$ cat src/rtl/search_datapath.sv
// search_datapath: table, address counter, data register and key comparator
// serving a sequential table-search controller. Reports a stop condition
// (key match or end of table) on datapath_found, with hit telling them apart.
module search_datapath #(
  parameter int DATA_W = 8,
  parameter int ADDR_W = 4,
  parameter int DEPTH  = 16
) (
  input  logic              clk,
  input  logic              reset,
  input  logic              clear,
  input  logic [DATA_W-1:0] key,
  input  logic              wr_en,
  input  logic [ADDR_W-1:0] wr_addr,
  input  logic [DATA_W-1:0] wr_data,
  input  logic              datapath_load,
  input  logic              datapath_mv_addr,
  output logic              datapath_found,
  output logic              hit,
  output logic [ADDR_W-1:0] addr,
  output logic [DATA_W-1:0] data_q
);

  localparam logic [ADDR_W-1:0] LAST_ADDR = ADDR_W'(DEPTH - 1);
  localparam logic [ADDR_W:0]   DEPTH_EXT = (ADDR_W + 1)'(DEPTH);

  logic [DATA_W-1:0] mem_q [DEPTH];
  logic [ADDR_W-1:0] addr_q, addr_d;
  logic [DATA_W-1:0] data_d;
  logic              hit_q, hit_d;
  logic              last_q, last_d;
  logic [DATA_W-1:0] rd_data;
  logic              wr_ok;

  assign rd_data = mem_q[addr_q];
  assign wr_ok   = wr_en && ({1'b0, wr_addr} < DEPTH_EXT);

  // Table storage: never reset, so contents survive reset and clear
  always_ff @(posedge clk) begin
    if (wr_ok) begin
      mem_q[wr_addr] <= wr_data;
    end
  end

  // Next-state: clear wins; otherwise load samples the pre-move address and
  // the move is gated by the hit value held before this edge
  always_comb begin
    addr_d = addr_q;
    data_d = data_q;
    hit_d  = hit_q;
    last_d = last_q;
    if (clear) begin
      addr_d = '0;
      data_d = '0;
      hit_d  = 1'b0;
      last_d = 1'b0;
    end else begin
      if (datapath_load) begin
        data_d = rd_data;
        hit_d  = (rd_data == key);
        last_d = (addr_q == LAST_ADDR);
      end
      if (datapath_mv_addr && !hit_q) begin
        addr_d = (addr_q == LAST_ADDR) ? '0 : addr_q + 1'b1;
      end
    end
  end

  // Search state registers with asynchronous active-low reset
  always_ff @(posedge clk or negedge reset) begin
    if (!reset) begin
      addr_q <= '0;
      data_q <= '0;
      hit_q  <= 1'b0;
      last_q <= 1'b0;
    end else begin
      addr_q <= addr_d;
      data_q <= data_d;
      hit_q  <= hit_d;
      last_q <= last_d;
    end
  end

  assign addr           = addr_q;
  assign hit            = hit_q;
  assign datapath_found = hit_q | last_q;

endmodule

$ cat config.mk
export PLATFORM = sky130hd
export DESIGN_NAME = search_datapath
export DESIGN_NICKNAME = d
export VERILOG_FILES = /design/src/rtl/search_datapath.sv
export SDC_FILE = /design/constraint.sdc
export NUM_CORES = 1
export LEC_CHECK = 0
export CAP_MARGIN = 20
export CORE_ASPECT_RATIO = 1.4
export CORE_MARGIN = 1.5
export CORE_UTILIZATION = 35
export DETAILED_ROUTE_END_ITERATION = 8
export SYNTH_ARGS = -nofsm -noshare
export SYNTH_HDL_FRONTEND = slang
export SYNTH_SLANG_ARGS = --single-unit
$ cat constraint.sdc
create_clock -name clk -period 2.3 [get_ports clk]
set_input_delay 0.46 -clock clk [delete_from_list [all_inputs] [get_ports clk]]
set_output_delay 0.46 -clock clk [all_outputs]
set_load 0.1 [all_outputs]
==> impl_metrics.toml, run 1 <==
[sta]
max_freq_ghz = 0.457
hold_viol = 0
tightest_slew_ps = 709
fin_ws_ps = 110
setup_viol = 0
rsz0062_at_grt = "no"
period_needed_ps = 2190
fin_crit_sh = 0.952
drv_slew = 0
clock_skew_ps = 9.16
max-slew-margin-rel = 0.526
finalSetupTns_ps = 0

[setup_path]
rrSetupSlack_ps = 110
timing.rr.start = "addr[0]"
reg2reg_depth = 7
crit_fanout = 5
cp.required_ps = 2610
reg2reg_to = "hit"
worstSetupEndpointType = "flip-flop"
critPathKind = "flip-flop to flip-flop"
cp.arrival_ps = 2500
startpoint_type = "flip-flop"

[grt]
first_global_vias = 3406
grt_use_total = 0.152
overflow = 0
grt_pass1_wl_um = 19500
grt_max_degree = 26
antenna_found_initial = 0

[placement]
placed_area_mm2 = 0.00676
io_buffers = 39
globalplace.congestion = 0.812
post-dp-hpwl_um = 8540
dp_slack_ps = -96.0

[yosys]
async_flop_share = 0.0986
avgSynthCellArea_um2 = 17.8
ys_types = 46
ys_seq_elements = 142
synth-edff-count = 128
synth_fp_nets = 360
ys.flop_type = "edfxtp_1"
netlist_area_mm2 = 0.00592
synth-warning-count = 0
yosysSeqAreaShare = 0.708
synth_cells = 333

[floorplanning]
rows = 56
start_util = 0.355
ioPinCount = 40
core_area_mm2 = 0.0167
die_area_mm2 = 0.0177
die_h_um = 157
die_x_um = 113

[pwr]
p_comb_frac = 0.089
p_leak_nw = 2.48
power_frac_clock = 0.423
irDropWorstVdd_mv = 0.489
pwr-share-seq = 0.488
p_int_mw = 4.59
switching_power_mw = 1.36
p_per_area_mw_per_mm2 = 807
swShare = 0.228

[route]
wire_per_inst_um = 20.2
drc = 0
viasPerCell = 5.10
first_pass_iters = 4
wl_um = 12700
drt_iter0_markers = 219
vias = 3191
final_antenna_net_count = 0

[cts]
clk_path_buf_depth = 2
clock_latency_ps = 410
root_buffer = "clkbuf_16"
tritoncts = "yes"
clkSlewWorstSetupHoldPaths_ps = 60
cts.sink_count = 142
cts_made_buffers = 17
htree_levels = 4

[job]
drv_cap = 0

[cells_and_area]
mostFrequentLayoutCells = "128 x edfxtp_1, 42 x buf_4, 31 x mux2i_1"
fin_nets = 437
drive_gt1_frac = 0.281
layout_commonest_cell = "edfxtp_1"
antenna_cells = 0
area_growth_pct = 24.3
stdcell_area_mm2 = 0.00736

[run_status]
status = "finished clean"

[min_path]
hold_class = "input pin to async pin"
worst max-delay path: stages (launching register included):
cell	delay, ps
dfrtp_4	530
buf_4	150
mux4_2	420
mux4_2	500
xor2_1	170
a21oi_2	100
o2111ai_1	100
o32ai_1	110
worst max path at each step:
stage | start | to | cells after the start
finish | addr[0] | hit | 7
global route | addr[0] | hit | 7
CTS | addr[1] | hit | 8
detailed placement | addr[0] | hit | 7
global placement | addr[0] | hit | 7
floorplan | addr[0] | hit | 7
per-stage QoR:
| step | power [mW] | std cells | hold slack [ps] | util |
|---|---|---|---|---|
| 4_1_cts | 5.99 | 624 | 484 | 0.440 |
| 3_5_place_dp | 3.47 | 589 | 525 | 0.405 |
| 3_3_place_gp | 3.47 | 589 | 499 | 0.405 |
| 5_1_grt | 6.14 | 626 | 525 | 0.441 |
| 2_1_floorplan | 3.27 | 333 | 164 | - |
| 6_report | 5.94 | 626 | 474 | 0.441 |
state kept, by name, indices dropped and copies added (netlist names):
| signal | cells |
|---|---|
| addr | 4 |
| last_q | 1 |
| data_q | 8 |
| hit | 1 |
| mem_q | 128 |
metal layers:
layer / GRT usage / vias to the layer above / routed length, um
met2: 0.274 / 98 / 6960
met3: 0.0296 / 8 / 584
li1: - / 1484 / -
met4: 0.0625 / 0 / 159
met1: 0.178 / 1601 / 4960
met5: 0 / - / 0
cell usage after synthesis (5+ instances only):
cell type | instances | area share
dfrtp_1 | 14 | 0.059
a22o_1 | 5 | 0.0074
nor3_1 | 8 | 0.0068
buf_2 | 5 | 0.0042
nor2b_1 | 5 | 0.0053
buf_6 | 5 | 0.0095
mux4_2 | 25 | 0.095
nor2_1 | 28 | 0.018
edfxtp_1 | 128 | 0.65
nand2_1 | 10 | 0.0063
mux2i_1 | 34 | 0.057
cells by family after synthesis:
logic type               synth area share
AND/OR/NAND/NOR                    0.0693
XOR/XNOR                           0.0104
AO/OA/AOI/OAI                      0.0300
buffers and inverters              0.0220
multiplexers                        0.158
adder cells (fa/ha/maj)           0.00211
flip-flops                          0.708
power groups by stage:
stage	combinational, mW	sequential [mW]	clock, mW
after floorplan	0.234	3.04	0
after global placement	0.511	2.96	0
after detailed placement	0.515	2.96	0
after CTS	0.532	2.90	2.56
after global routing	0.567	2.90	2.66
final	0.531	2.90	2.51
timing repair:
| action | 4_1_cts | 5_1_grt |
|---|---|---|
| pin swaps | 0 | 1 |
| gates resized for setup | 2 | 3 |
| setup buffers | 3 | 2 |
| setup endpoints to repair | 1 | 1 |
| hold buffers | 0 | 0 |
layout make-up:
class / count / area [um2]
fillers: 1432 / 9310
flip-flops and latches: 142 / 4200
multi-input cells: 170 / 1620
repair buffers: 76 / 728
clock buffers: 19 / 433
well taps: 203 / 254
clock inverters: 13 / 116
inverters: 3 / 11.3
Note: power is estimated with default switching activity, not from simulation.
==> run 2, diff against run 1 <==
Settings changed: PLACE_DENSITY_LB_ADDON set to 0.2.
==> run 2 against run 1 <==
- register-to-register slack got worse by 60 ps
- first-iteration DRC count grew 4.6%
- sequential power barely moved
- clock skew decreased by 4.4 ps
- die area is the same
- power grew 8.6%
- cell count increased by 2.7%
- global-route usage grew 0.65 points
- sequential cell count unchanged
- maximum frequency shrank 2.5%
- largest power group is now clock
==> impl_metrics.toml, run 2 (synthesis results as in run 1) <==
[cells_and_area]
largest_reg_flops = 128
stdcell_area_mm2 = 0.00766
area_growth_pct = 29.4
multiInputGateArea_mm2 = 0.00166
layout_commonest_cell = "edfxtp_1"
antenna_cells = 0
register_area_mm2 = 0.00420
post-route-util = 0.460
final-instance-count-excl-fill = 643
fin_nets = 454
regMostFlops = "mem_q"
mostFrequentLayoutCells = "128 x edfxtp_1, 58 x buf_4, 33 x mux2i_1"
drive_gt1_frac = 0.323
fillers = 1451

[cts]
cts.sink_count = 142
cts_made_buffers = 17
clkSlewWorstSetupHoldPaths_ps = 60
clock_latency_ps = 410
postCtsHoldBufs = 0
root_buffer = "clkbuf_16"
tritoncts = "yes"
clk_path_buf_depth = 2
htree_levels = 4

[pwr]
irDropWorstVdd_mv = 0.550
power_mw = 6.45
p_leak_nw = 2.62
p_per_area_mw_per_mm2 = 842

[grt]
overflow = 0
grt_max_degree = 32
first_global_vias = 3430
antenna_found_initial = 0
grt_pass1_wl_um = 20200
grt_use_total = 0.159

[route]
drt_iter0_markers = 229
first_pass_iters = 4
viasPerCell = 5.18
drc = 0
vias = 3333
final_antenna_net_count = 0
wl_um = 13600
wire_per_inst_um = 21.2

[sta]
setup_viol = 0
period_needed_ps = 2250
drv_slew = 0
fin_ws_ps = 52.9
fin_crit_sh = 0.977
hold_viol = 0
finalSetupTns_ps = 0
max-slew-margin-rel = 0.568
clock_skew_ps = 4.77
tightest_slew_ps = 646
max_freq_ghz = 0.445
rsz0062_at_grt = "yes"
hold_ws_ps = 375

[placement]
io_buffers = 39
globalplace.congestion = 0.783
dp_slack_ps = -11.0
post-dp-hpwl_um = 8940
placed_cells = 596
placed_area_mm2 = 0.00678

[setup_path]
startpoint_type = "flip-flop"
cp.required_ps = 2620
cp_top_family = "compound AO/OA/AOI/OAI gates"
rrSetupSlack_ps = 50
slowest_delay_ps = 530
cp.arrival_ps = 2560
reg2reg_to = "hit"
critPathSlowestCell = "dfrtp_4"
crit_fanout = 15
critPathLaunch = "addr[1]"
critPathKind = "flip-flop to flip-flop"
path_buf_inv = 2
timing.rr.start = "addr[1]"
crit_chain = "buf_4 > clkbuf_16 > mux2i_1 > a221oi_1 > mux2i_1 > o2111ai_2 > o32ai_2"
reg2reg_depth = 7
cp_common_cell = "mux2i_1"
worstSetupEndpointType = "flip-flop"

[floorplanning]
die_x_um = 113
die_h_um = 157
start_util = 0.355
rows = 56
ioPinCount = 40
die_area_mm2 = 0.0177
core_area_mm2 = 0.0167

[job]
drv_cap = 0

[run_status]
status = "finished clean"

[min_path]
hold_class = "input pin to async pin"
## run 2: cell types whose count changed in the layout (fill, tap and decap cells not counted), sizes merged
| cell | previous run | this run |
|---|---|---|
| inv | 5 | 3 |
| bufinv | 1 | 5 |
| buf | 51 | 67 |
| clkinv | 8 | 4 |
| clkbuf | 19 | 22 |
## run 2: worst max-delay path by stage
stage,endpoint,slack [ps],depth (start not counted)
after floorplan,hit,-7,7
after global placement,hit,4,6
after detailed placement,hit,-10,6
after CTS,hit,20,7
after global routing,hit,-50,7
final,hit,50,7
## run 2: power by group
| part | internal, mW | leakage [nW] | switching, mW | total (mW) |
|---|---|---|---|---|
| Combinational | 0.247 | 0.970 | 0.322 | 0.570 |
| Sequential | 2.88 | 1.34 | 0.0241 | 2.90 |
| Clock | 1.98 | 0.313 | 1.00 | 2.98 |
| Total | 5.10 | 2.62 | 1.35 | 6.45 |
## run 2: layout make-up
| cell class | count | share of cell area |
|---|---|---|
| inverters | 3 | 0.00147 |
| clock inverters | 11 | 0.0247 |
| multi-input cells | 170 | 0.217 |
| well taps | 203 | 0.0331 |
| clock buffers | 21 | 0.0601 |
| repair buffers | 93 | 0.115 |
| flip-flops and latches | 142 | 0.548 |
## run 2: worst reg2reg max path: stages (launching register included)
cell and delay [ps]:
dfrtp_4 530, buf_4 170, clkbuf_16 190, mux2i_1 190, a221oi_1 470, mux2i_1 300, o2111ai_2 180, o32ai_2 120
## run 2: what timing repair did
action | 4_1_cts | 5_1_grt
hold endpoints to repair | 0 | 0
cloned | 0 | 1
endpoints found under the setup margin | 1 | 1
pin swaps | 0 | 3
resized for setup | 0 | 13
buffers inserted | 6 | 8
## run 2: per-layer routing
| layer | vias up | part of all wire | track usage |
|---|---|---|---|
| met5 | - | 0 | 0 |
| met4 | 0 | 0.032 | 0.0649 |
| met3 | 26 | 0.040 | 0.0296 |
| met2 | 99 | 0.51 | 0.276 |
| met1 | 1692 | 0.42 | 0.195 |
| li1 | 1516 | - | - |
